$ cat config.mk
export PLATFORM = sky130hd
export DESIGN_NAME = adder_measure_ctrl
export DESIGN_NICKNAME = d
export VERILOG_FILES = /design/src/rtl/adder_measure_ctrl.sv
export SDC_FILE = /design/constraint.sdc
export NUM_CORES = 1
export LEC_CHECK = 0
export CAP_MARGIN = 15
export CORE_ASPECT_RATIO = 1.5
export CORE_MARGIN = 10
export CORE_UTILIZATION = 45
export CTS_BUF_LIST = sky130_fd_sc_hd__clkbuf_4 sky130_fd_sc_hd__clkbuf_8
export DETAILED_ROUTE_END_ITERATION = 10
export GPL_TIMING_DRIVEN = 0
export PLACE_DENSITY = 0.78
export SLEW_MARGIN = 25
export SYNTH_ARGS = -nofsm -noshare
export SYNTH_HDL_FRONTEND = slang
export SYNTH_SLANG_ARGS = --single-unit
$ cat constraint.sdc
create_clock -name wb_clk_i -period 3.91 [get_ports wb_clk_i]
set_input_delay 0.5865 -clock wb_clk_i [delete_from_list [all_inputs] [get_ports wb_clk_i]]
set_output_delay 0.5865 -clock wb_clk_i [all_outputs]
set_load 0.1 [all_outputs]
$ cat src/rtl/adder_measure_ctrl.sv
// ============================================================================
// adder_measure_ctrl : sequences operand setup, ring-oscillator run window,
// edge counting and result handshake for an instrumented adder.  Rev 1.0
// ============================================================================
`default_nettype none

module adder_measure_ctrl #(
  parameter int SYNC_STAGES   = 2,
  parameter int SETTLE_CYCLES = 4
) (
  input  logic        wb_clk_i,
  input  logic        reset_n,
  input  logic        cmd_valid,
  output logic        cmd_ready,
  input  logic [31:0] cmd_a,
  input  logic [31:0] cmd_b,
  input  logic [15:0] cmd_window,
  output logic [31:0] adder_a,
  output logic [31:0] adder_b,
  output logic        adder_ring_en,
  input  logic [31:0] adder_sum,
  input  logic        adder_chain_out,
  output logic        rsp_valid,
  input  logic        rsp_ready,
  output logic [31:0] rsp_sum,
  output logic [31:0] rsp_count,
  output logic        rsp_overflow,
  output logic        busy
);

  typedef enum logic [2:0] {
    IDLE  = 3'd0,
    SETUP = 3'd1,
    RUN   = 3'd2,
    DRAIN = 3'd3,
    RESP  = 3'd4
  } state_t;

  localparam logic [15:0] SETTLE_LOAD = 16'(SETTLE_CYCLES - 1);
  localparam logic [15:0] DRAIN_LOAD  = 16'(SYNC_STAGES + 1);

  state_t                 state_q, state_d;
  logic [15:0]            timer_q, timer_d;
  logic [15:0]            window_q, window_d;
  logic [31:0]            a_q, a_d;
  logic [31:0]            b_q, b_d;
  logic                   ring_en_q, ring_en_d;
  logic                   cmd_ready_q, cmd_ready_d;
  logic                   rsp_valid_q, rsp_valid_d;
  logic [31:0]            sum_q, sum_d;
  logic [31:0]            count_q, count_d;
  logic                   ovf_q, ovf_d;
  logic                   busy_q, busy_d;
  logic [SYNC_STAGES-1:0] sync_q, sync_d;
  logic                   edge_q, edge_d;
  logic                   chain_rise;

  always_comb begin
    state_d     = state_q;
    timer_d     = timer_q;
    window_d    = window_q;
    a_d         = a_q;
    b_d         = b_q;
    sum_d       = sum_q;
    count_d     = count_q;
    ovf_d       = ovf_q;
    sync_d      = {sync_q[SYNC_STAGES-2:0], adder_chain_out};
    edge_d      = sync_q[SYNC_STAGES-1];
    chain_rise  = sync_q[SYNC_STAGES-1] & ~edge_q;

    // Edges still in the synchronizer when RUN ends are caught during DRAIN.
    if (chain_rise && (state_q == RUN || state_q == DRAIN)) begin
      if (count_q == 32'hFFFF_FFFF) begin
        ovf_d = 1'b1;
      end else begin
        count_d = count_q + 32'd1;
      end
    end

    case (state_q)
      IDLE: begin
        if (cmd_valid && cmd_ready_q) begin
          a_d      = cmd_a;
          b_d      = cmd_b;
          window_d = cmd_window;
          count_d  = 32'd0;
          ovf_d    = 1'b0;
          timer_d  = SETTLE_LOAD;
          state_d  = SETUP;
        end
      end
      SETUP: begin
        if (timer_q == 16'd0) begin
          if (window_q == 16'd0) begin
            state_d = DRAIN;
            timer_d = DRAIN_LOAD;
          end else begin
            state_d = RUN;
            timer_d = window_q - 16'd1;
          end
        end else begin
          timer_d = timer_q - 16'd1;
        end
      end
      RUN: begin
        if (timer_q == 16'd0) begin
          state_d = DRAIN;
          timer_d = DRAIN_LOAD;
        end else begin
          timer_d = timer_q - 16'd1;
        end
      end
      DRAIN: begin
        if (timer_q == 16'd0) begin
          sum_d   = adder_sum;
          state_d = RESP;
        end else begin
          timer_d = timer_q - 16'd1;
        end
      end
      RESP: begin
        if (rsp_ready) begin
          state_d = IDLE;
        end
      end
      default: state_d = IDLE;
    endcase

    ring_en_d   = (state_d == RUN);
    cmd_ready_d = (state_d == IDLE);
    rsp_valid_d = (state_d == RESP);
    busy_d      = (state_d != IDLE);
  end

  always_ff @(posedge wb_clk_i or negedge reset_n) begin
    if (!reset_n) begin
      state_q     <= IDLE;
      timer_q     <= 16'd0;
      window_q    <= 16'd0;
      a_q         <= 32'd0;
      b_q         <= 32'd0;
      ring_en_q   <= 1'b0;
      cmd_ready_q <= 1'b0;
      rsp_valid_q <= 1'b0;
      sum_q       <= 32'd0;
      count_q     <= 32'd0;
      ovf_q       <= 1'b0;
      busy_q      <= 1'b0;
      sync_q      <= '0;
      edge_q      <= 1'b0;
    end else begin
      state_q     <= state_d;
      timer_q     <= timer_d;
      window_q    <= window_d;
      a_q         <= a_d;
      b_q         <= b_d;
      ring_en_q   <= ring_en_d;
      cmd_ready_q <= cmd_ready_d;
      rsp_valid_q <= rsp_valid_d;
      sum_q       <= sum_d;
      count_q     <= count_d;
      ovf_q       <= ovf_d;
      busy_q      <= busy_d;
      sync_q      <= sync_d;
      edge_q      <= edge_d;
    end
  end

  assign cmd_ready     = cmd_ready_q;
  assign adder_a       = a_q;
  assign adder_b       = b_q;
  assign adder_ring_en = ring_en_q;
  assign rsp_valid     = rsp_valid_q;
  assign rsp_sum       = sum_q;
  assign rsp_count     = count_q;
  assign rsp_overflow  = ovf_q;
  assign busy          = busy_q;

endmodule

`default_nettype wire
# Word level (Yosys, flattened, before mapping)
# Cells that the tools add are included.
# totals
out_inout_bits	133
mem_bits_rw	0
in_bits	117
wordCells	61
mem_bits_ro	0
regBits	171
n_memories	0
latch_bits	0
# classes
addsub	3
div_mod_pow	0
n_mul	0
n_shift	0
eq_ne	9
n_mux	21
order_cmp	0
n_reduce_logical	12
bitwise_logic	2
# ops
op	count
$mux W32	4
$mux W16	5
$pmux W16 S4	1
$add A32 B1 Y32 const B	1
$eq A32 B32 Y1 const B	1
$logic_not A16 Y1	2
$sub A16 B1 Y16 const B	2
$mux W3	5
$pmux W3 S5	1
$eq A3 B2 Y1 const B	3
$eq A3 B3 Y1 const B	2
$logic_not A3 Y1	2
$mux W1	5
$ne A2 B2 Y1 const B	2
$reduce_and A2 Y1	2
$reduce_bool A4 Y1	1
$eq A3 B1 Y1 const B	1
$reduce_and A3 Y1	1
$reduce_bool A3 Y1	1
$logic_and A1 B1 Y1	2
$and A1 B1 Y1	1
$logic_or A1 B1 Y1	1
$not A1 Y1	1

# Depth between registers and ports, before layout
# Gate-level depths: netlist of the first run.
# logic_depth
depth_word	6
mapped_depth	8
depth_no_buf	7

# Least setup slack after synthesis of the first run
# Ideal clock, no wire load.
# synth_timing
kind	reg2reg
startpoint	reg count_q[7], in the netlist rsp_count[7]
endpoint	reg count_q[21], in the netlist rsp_count[21]
required_time_ns	3.832
arrival_time_ns	2.713
setup_slack_ns	1.119
setup_time_ns	0.078
stages_incl_launch_ff	6
path_buffers	0
synth_period_minus_slack_ns	2.791
path_cell_list	dfrtp_1 nand2_1 or4_4 or4_1 or3_1 a21oi_1
# synth_between
elab_chain_cells	5
elab_cells_between_ends	6
classes_between	add/sub: 1; eq/ne: 1; mux: 4
# synth_lines
element	line	text
start: declaration	51	logic [31:0] count_q, count_d;
start signal: assignment	161	count_q <= count_d;
$add A32 B1 Y32 / $eq A32 B32 Y1 (equally long branches)	76, 73	
$mux W32 (*)	73	if (count_q == 32'hFFFF_FFFF) begin
$mux W32 (*)	72	if (chain_rise && (state_q == RUN || state_q == DRAIN)) begin
$mux W32	82	if (cmd_valid && cmd_ready_q) begin
$mux W32 (*)	80	case (state_q)
named net count_d[21]	51	
# Mark *: on every way through the listed nets, which the timed path passes. The rest lies on a longest branch.
# A chain may end at the register's enable or synchronous reset.

# Worst setup path in the final report of the first run
# layout_timing
startpoint	reg state_q[0]
endpoint	reg count_q[11], in the netlist rsp_count[11]
# layout_between
elab_chain_cells	6
elab_cells_between_ends	8
classes_between	eq/ne: 2; mux: 3; reduce/logical: 3
# layout_lines
element	line	text
start: declaration	42	state_t state_q, state_d;
start signal: assignment	152	state_q <= state_d;
$eq A3 B2 Y1	72	
$logic_or A1 B1 Y1	72	
$logic_and A1 B1 Y1	72	
$mux W32	72	
$mux W32	82	
$mux W32 (*)	80	
named net count_d[11]	51	
# Marked as above.

==> run_results.csv, run 1 <==
group,metric,value,unit
run,max_cap_viol_count,0,
final_layout,design.final.nets,1204,
setup_path,worstSetupEndpointType,"flip-flop",
setup_path,path_max_fanout,10,
sta,max_slew.worst_pin.slew,1.10,ns
detailed_routing,wl,25500,um
detailed_routing,detail_route.iter0.violations,484,
logic_synthesis,cell_count_after_synthesis,813,
placed_design,finalWeightedCongestion,0.880,
placed_design,dpl.hpwl,19500,um
setup_path,reg2reg_from,"state_q[0]",
floorplan,die_y,182,um
status,run_status,"finished clean",
logic_synthesis,synth_enable_flop_cells,0,
setup_path,critical_path.endpoint,"rsp_count[11]",
sta,clock.fmax,0.292,GHz
logic_synthesis,syn_area_cell,9.63,um2
placed_design,place_worst_setup_slack,0.188,ns
detailed_routing,drc,0,
detailed_routing,drt_pass1_iterations,5,
clock_network,cts_buffers,17,
detailed_routing,route.antenna.remaining_nets,0,
logic_synthesis,syn_nets,933,
placed_design,port-buffer-count,249,
floorplan,die_area,23200,um2
clock_network,clk_path_buf_depth,2,
clock_network,clock_tree.htree_level_count,4,
detailed_routing,post_drt_wl_per_cell,19.4,um
detailed_routing,route.vias.total,7125,
sta,final_max_slew_viol_count,0,
sta,min_period_over_period,87.5,%
floorplan,die_width,128,um
sta,clock_skew,0.0155,ns
clock_network,insertion_delay,0.47,ns
setup_path,timing.critical_path.from_type,"flip-flop",
global_route,grt_pass1_vias,7310,
logic_synthesis,ys_seq_elements,171,
global_route,initial_antenna_violation_count,2,
clock_network,register_clock_pin_slew_on_the_reported_worst_setup_and_hold_paths,0.10,ns
setup_path,regToRegSetupSlack,0.49,ns
floorplan,pin_count,250,
logic_synthesis,main_flop_type_after_synthesis,"sky130_fd_sc_hd__dfrtp_1",
sta,slew-limit-headroom,25.7,%
clock_network,clock-sinks,171,
global_route,grt_start_max_net_pins,68,
logic_synthesis,synthesis.yosys.warnings,0,
sta,report.final.setup_viol,0,
sta,timing.setup.tns,0,ns
floorplan,placeableCoreArea,17200,um2
sta,final-hold-violation-count,0,
placed_design,placed_cells_incl_taps,1277,
sta,post-route-min-period,3.42,ns
hold_path,timing.hold.worst.class,"reg2reg",
setup_path,timing.critical_path.arrival,3.75,ns
final_layout,final_cells,1312,
setup_path,startpoint,"state_q[0]",
global_route,global_route.overflow_total,0,
final_layout,layout-drive-gt1-share,8.11,%
global_route,grt_util_all_layers,21.8,%
sta,rsz0062_at_grt,"false",
setup_path,critical_path.reg2reg.endpoint,"rsp_count[11]",
setup_path,worst-r2r-cell-count,6,
clock_network,cts-root-buf,"sky130_fd_sc_hd__clkbuf_8",
clock_network,tritoncts_clock_tree,"yes",
logic_synthesis,syn-cell-area,7830,um2
detailed_routing,route.detailed.vias_per_inst,5.43,
floorplan,initial_utilization,45.5,%
logic_synthesis,seq_area_frac_synth,54.6,%
logic_synthesis,async_reset_ff_share,100,%
setup_path,setup.worst_path.class,"reg2reg",
global_route,grt_first_pass_wirelength,40200,um
final_layout,layout.filler_cells,1422,
final_layout,syn_to_final_growth,41.3,%
logic_synthesis,synth_cell_type_count,74,
setup_path,cp_data_required_time,4.24,ns
sta,post-route-worst-setup-slack,0.490,ns
floorplan,fp-row-count,59,
-- Yosys cell counts (4+ instances only) --
library cell               instances  area share, %
sky130_fd_sc_hd__mux2_2           30            4.3
sky130_fd_sc_hd__o21ai_0          20            1.3
sky130_fd_sc_hd__nor4_1            8           0.64
sky130_fd_sc_hd__nand2b_1          5           0.40
sky130_fd_sc_hd__xnor2_1          13            1.5
sky130_fd_sc_hd__or4_1            10           0.96
sky130_fd_sc_hd__o211ai_1          8           0.77
sky130_fd_sc_hd__nor3_1           17            1.1
sky130_fd_sc_hd__o31ai_1           9           0.86
sky130_fd_sc_hd__nand4_1          12           0.96
sky130_fd_sc_hd__dfrtp_1         171             55
sky130_fd_sc_hd__xor2_1           11            1.2
sky130_fd_sc_hd__clkbuf_1         31            1.5
sky130_fd_sc_hd__nand3_1          17            1.1
sky130_fd_sc_hd__nand2_1         274             13
sky130_fd_sc_hd__a21oi_1          16            1.0
sky130_fd_sc_hd__or3_1            11           0.88
sky130_fd_sc_hd__a21o_1            4           0.38
sky130_fd_sc_hd__nor2_1           37            1.8
sky130_fd_sc_hd__inv_1            12           0.58
sky130_fd_sc_hd__buf_2             6           0.38
sky130_fd_sc_hd__a31oi_1           4           0.32
sky130_fd_sc_hd__and4_1            6           0.67
-- layout by cell type (no fill, tap or decap), types with 11 or more instances in the layout --
master,count
sky130_fd_sc_hd__nor2_1,37
sky130_fd_sc_hd__a21oi_1,16
sky130_fd_sc_hd__o21ai_0,20
sky130_fd_sc_hd__clkbuf_1,31
sky130_fd_sc_hd__inv_1,12
sky130_fd_sc_hd__xor2_1,11
sky130_fd_sc_hd__nand4_1,12
sky130_fd_sc_hd__xnor2_1,13
sky130_fd_sc_hd__nor3_1,17
sky130_fd_sc_hd__dfrtp_1,171
sky130_fd_sc_hd__clkbuf_8,17
sky130_fd_sc_hd__nand2_1,274
sky130_fd_sc_hd__nand3_1,17
sky130_fd_sc_hd__mux2_2,30
sky130_fd_sc_hd__clkdlybuf4s50_1,248
sky130_fd_sc_hd__or3_1,11
-- how the worst min path moves through the flow --
stage	slack [ns]	cells past startpoint	endpoint	start
2_1_floorplan	0.29	0	adder_a[0]	reset_n
3_3_place_gp	0.33	0	sync_q[1]	sync_q[0]
3_5_place_dp	0.34	0	sync_q[1]	sync_q[0]
4_1_cts	0.36	0	sync_q[1]	sync_q[0]
5_1_grt	0.37	0	sync_q[1]	sync_q[0]
6_report	0.36	0	sync_q[1]	sync_q[0]
-- state kept, by name, summed over array words and instances (netlist names) --
name           flops
cmd_ready          1
rsp_sum           32
sync_q             2
timer_q           16
adder_a           32
adder_ring_en      1
edge_q             1
rsp_overflow       1
window_q          16
busy               1
state_q            3
rsp_count         32
rsp_valid          1
adder_b           32
-- cell families after synthesis --
| group | count (synthesis) | share of synthesized area [%] |
|---|---|---|
| compound gates | 102 | 9.09 |
| xor+xnor | 24 | 2.68 |
| fa+ha+maj | 3 | 0.479 |
| buf+inv | 53 | 2.70 |
| flops | 171 | 54.6 |
| mux | 35 | 5.00 |
| simple gates | 425 | 25.4 |
-- area by class of cell --
| cell class | count | area, um2 | share of cell area (%) |
|---|---|---|---|
| Antenna cell | 2 | 5.00 | 0.0452 |
| Buffer | 40 | 163 | 1.47 |
| Clock buffer | 18 | 241 | 2.18 |
| Clock inverter | 14 | 155 | 1.40 |
| Inverter | 13 | 48.8 | 0.441 |
| Multi-Input combinational cell | 589 | 3340 | 30.2 |
| Sequential cell | 171 | 4280 | 38.7 |
| Tap cell | 213 | 267 | 2.41 |
| Timing Repair Buffer | 252 | 2560 | 23.2 |
-- worst max-delay path: stages (launching register included) --
cell,delay (ns)
sky130_fd_sc_hd__dfrtp_1,0.39
sky130_fd_sc_hd__clkbuf_1,0.22
sky130_fd_sc_hd__nor4_1,0.97
sky130_fd_sc_hd__clkbuf_1,0.51
sky130_fd_sc_hd__clkbuf_1,0.62
sky130_fd_sc_hd__clkbuf_1,0.47
sky130_fd_sc_hd__a21oi_1,0.10
-- through the flow --
stage | util [%] | hold WS, ns | cell area [um2]
after floorplan | - | 0.291 | 7830
after global placement | 61.6 | 0.334 | 10600
after detailed placement | 61.9 | 0.343 | 10700
after CTS | 64.3 | 0.363 | 11100
after global routing | 64.3 | 0.371 | 11100
final | 64.3 | 0.357 | 11100
-- repair_timing --
item | in CTS | in global routing
hold buffers | 1 | 0
resized for setup | 0 | 0
setup endpoints to repair | 0 | 0
hold endpoints to repair | 37 | 0
setup buffers | 0 | 0
-- routing by layer --
layer / wire [um] / track usage, % / up-vias
met3: 1640 / 6.56 / 50
li1: - / - / 3337
met2: 13900 / 39.5 / 240
met1: 9010 / 22.9 / 3498
met4: 910 / 8.76 / 0
met5: 0 / 0 / -
Power of run 1 is left out: the tool's default activity adds up to more than one toggle a clock period on the data nets, which glitch-free logic cannot reach.
==> run 2, diff against run 1 <==
--- a/config.mk
+++ b/config.mk
@@ -13,6 +13,8 @@
 export DETAILED_ROUTE_END_ITERATION = 10
 export GPL_TIMING_DRIVEN = 0
 export PLACE_DENSITY = 0.78
+export SETUP_SLACK_MARGIN = 0.02
+export SKIP_LAST_GASP = 1
 export SLEW_MARGIN = 25
 export SYNTH_ARGS = -nofsm -noshare
 export SYNTH_HDL_FRONTEND = slang
==> results of run 2 <==
Same layout as run 1: the final DEF is identical, and so are final timing and power.
Power of run 2 is left out for the same reason.
==> run 3, diff against run 2 <==
--- a/config.mk
+++ b/config.mk
@@ -8,11 +8,11 @@
 export CAP_MARGIN = 15
 export CORE_ASPECT_RATIO = 1.5
 export CORE_MARGIN = 10
-export CORE_UTILIZATION = 45
+export CORE_UTILIZATION = 50
 export CTS_BUF_LIST = sky130_fd_sc_hd__clkbuf_4 sky130_fd_sc_hd__clkbuf_8
 export DETAILED_ROUTE_END_ITERATION = 10
 export GPL_TIMING_DRIVEN = 0
-export PLACE_DENSITY = 0.78
+export PLACE_DENSITY = 0.85
 export SETUP_SLACK_MARGIN = 0.02
 export SKIP_LAST_GASP = 1
 export SLEW_MARGIN = 25
==> run 3 against run 2 <==
Via count shrank 0.70%. Core utilization grew 6.7 points. Non-clock buffer count shrank 2.
==> run_results.csv, run 3 (synthesized netlist as in run 1, its figures left out) <==
group,metric,value,unit
global_route,globalRoute.busiestLayer,"met2",
clock_network,clk_path_buf_depth,2,
final_layout,final_cell_mix,"274 x sky130_fd_sc_hd__nand2_1, 248 x sky130_fd_sc_hd__clkdlybuf4s50_1, 171 x sky130_fd_sc_hd__dfrtp_1",
global_route,globalRouteMet2Util,42.8,%
final_layout,layout_commonest_cell,"sky130_fd_sc_hd__nand2_1",
sta,clock_skew,0.0125,ns
setup_path,setup.worst_path.class,"reg2reg",
global_route,grt_pass1_vias,7068,
floorplan,initial_utilization,50.6,%
clock_network,register_clock_pin_slew_on_the_reported_worst_setup_and_hold_paths,0.09,ns
sta,worst_hold_slack,0.0651,ns
final_layout,layout-drive-gt1-share,8.04,%
hold_path,timing.hold.worst.class,"in2async",
floorplan,fp-row-count,56,
placed_design,dpl.hpwl,19600,um
sta,max_slew.worst_pin.slew,1.08,ns
floorplan,placeableCoreArea,15500,um2
setup_path,worstSetupEndpointType,"flip-flop",
detailed_routing,post_drt_wl_per_cell,19.7,um
final_layout,post-route-cell-area,11000,um2
clock_network,post_cts_resized,0,
global_route,initial_antenna_violation_count,1,
global_route,global_route.overflow_total,0,
global_route,grt_start_max_net_pins,90,
global_route,grt_util_met1,25.7,%
detailed_routing,route.vias.total,7075,
clock_network,clock_tree.htree_level_count,4,
floorplan,die_width,122,um
detailed_routing,drc,0,
floorplan,pin_count,250,
clock_network,clock-sinks,171,
clock_network,cts-root-buf,"sky130_fd_sc_hd__clkbuf_8",
sta,rsz0062_at_grt,"false",
final_layout,layout.filler_cells,1184,
clock_network,cts_buffers,17,
placed_design,dpl_cell_area,10600,um2
placed_design,placed_cells_incl_taps,1266,
placed_design,place_worst_setup_slack,0.357,ns
detailed_routing,wl,25500,um
setup_path,cp_data_required_time,4.25,ns
detailed_routing,route.detailed.vias_per_inst,5.45,
final_layout,final_cells,1299,
sta,post-route-min-period,3.17,ns
sta,post-route-worst-setup-slack,0.736,ns
setup_path,path_max_fanout,10,
detailed_routing,route.antenna.remaining_nets,0,
status,run_status,"finished clean",
sta,final_max_slew_viol_count,0,
global_route,grtUsageMet3,6.81,%
global_route,grt_first_pass_wirelength,40000,um
setup_path,timing.critical_path.from_type,"flip-flop",
clock_network,post-cts-setup-buffers,0,
setup_path,timing.critical_path.arrival,3.51,ns
sta,clock.fmax,0.315,GHz
setup_path,startpoint,"state_q[0]",
sta,min_period_over_period,81.2,%
sta,final-hold-violation-count,0,
clock_network,cts-hold-fix-buffers,0,
floorplan,die_area,21200,um2
sta,slew-limit-headroom,27.7,%
placed_design,port-buffer-count,249,
run,max_cap_viol_count,0,
global_route,grt_util_all_layers,24.3,%
final_layout,syn_to_final_growth,40.5,%
floorplan,die_y,173,um
sta,report.final.setup_viol,0,
clock_network,tritoncts_clock_tree,"yes",
detailed_routing,detail_route.iter0.violations,613,
final_layout,design.final.nets,1202,
clock_network,insertion_delay,0.47,ns
setup_path,reg2reg_from,"state_q[0]",
placed_design,finalWeightedCongestion,0.981,
detailed_routing,drt_pass1_iterations,6,
[run 3: cell count changes in the layout (fill, tap and decap cells not counted), sizes merged]
| cell | previous run | this run |
|---|---|---|
| inv | 19 | 17 |
| buf | 11 | 10 |
| clkinvlp | 0 | 2 |
| clkbuf | 50 | 54 |
| diode | 2 | 1 |
| dlygate4sd3 | 1 | 0 |
| clkinv | 7 | 3 |
[run 3: layout make-up]
cell class,count,area [um2],area share (%)
clock buffer,22,284,2.58
antenna,1,2.50,0.0227
sequential,171,4280,38.9
clock inverter,10,106,0.967
inverter,13,48.8,0.443
timing repair buffer,250,2520,22.9
tap,203,254,2.31
buffer,40,163,1.48
multi-input combinational,589,3340,30.4
[run 3: per-stage QoR]
step | utilization, % | TNS [ns]
after global routing | 71.1 | 0
after global placement | 68.3 | -819.90
after floorplan | - | 0
after detailed placement | 68.5 | 0
after CTS | 71.0 | 0
final | 71.1 | 0
[run 3: metal layers]
layer	vias up	wire length [um]	share of wire, %
met1	3412	9070	36
met5	-	0	0
met3	62	1620	6.3
li1	3338	-	-
met2	263	13800	54
met4	0	1060	4.2
[run 3: worst max-delay path, stage by stage, from the launching register on]
cell	delay, ns
sky130_fd_sc_hd__dfrtp_1	0.38
sky130_fd_sc_hd__clkbuf_1	0.22
sky130_fd_sc_hd__nor4_1	0.76
sky130_fd_sc_hd__clkbuf_1	0.50
sky130_fd_sc_hd__clkbuf_1	0.55
sky130_fd_sc_hd__clkbuf_1	0.50
sky130_fd_sc_hd__nor2_1	0.12
[run 3: path summary, 6_finish.rpt]
| check | depth (start not counted) | end | slack (ns) |
|---|---|---|---|
| min in group wb_clk_i | 0 | sync_q[1] | 0.37 |
| max reg2reg | 6 | rsp_overflow | 0.74 |
| min | 1 | rsp_sum[13] | 0.07 |
| min reg2reg | 0 | sync_q[1] | 0.37 |
| max | 6 | rsp_overflow | 0.74 |
| max in group asynchronous | 2 | rsp_count[11] | 2.99 |
Power of run 3 is left out for the same reason.
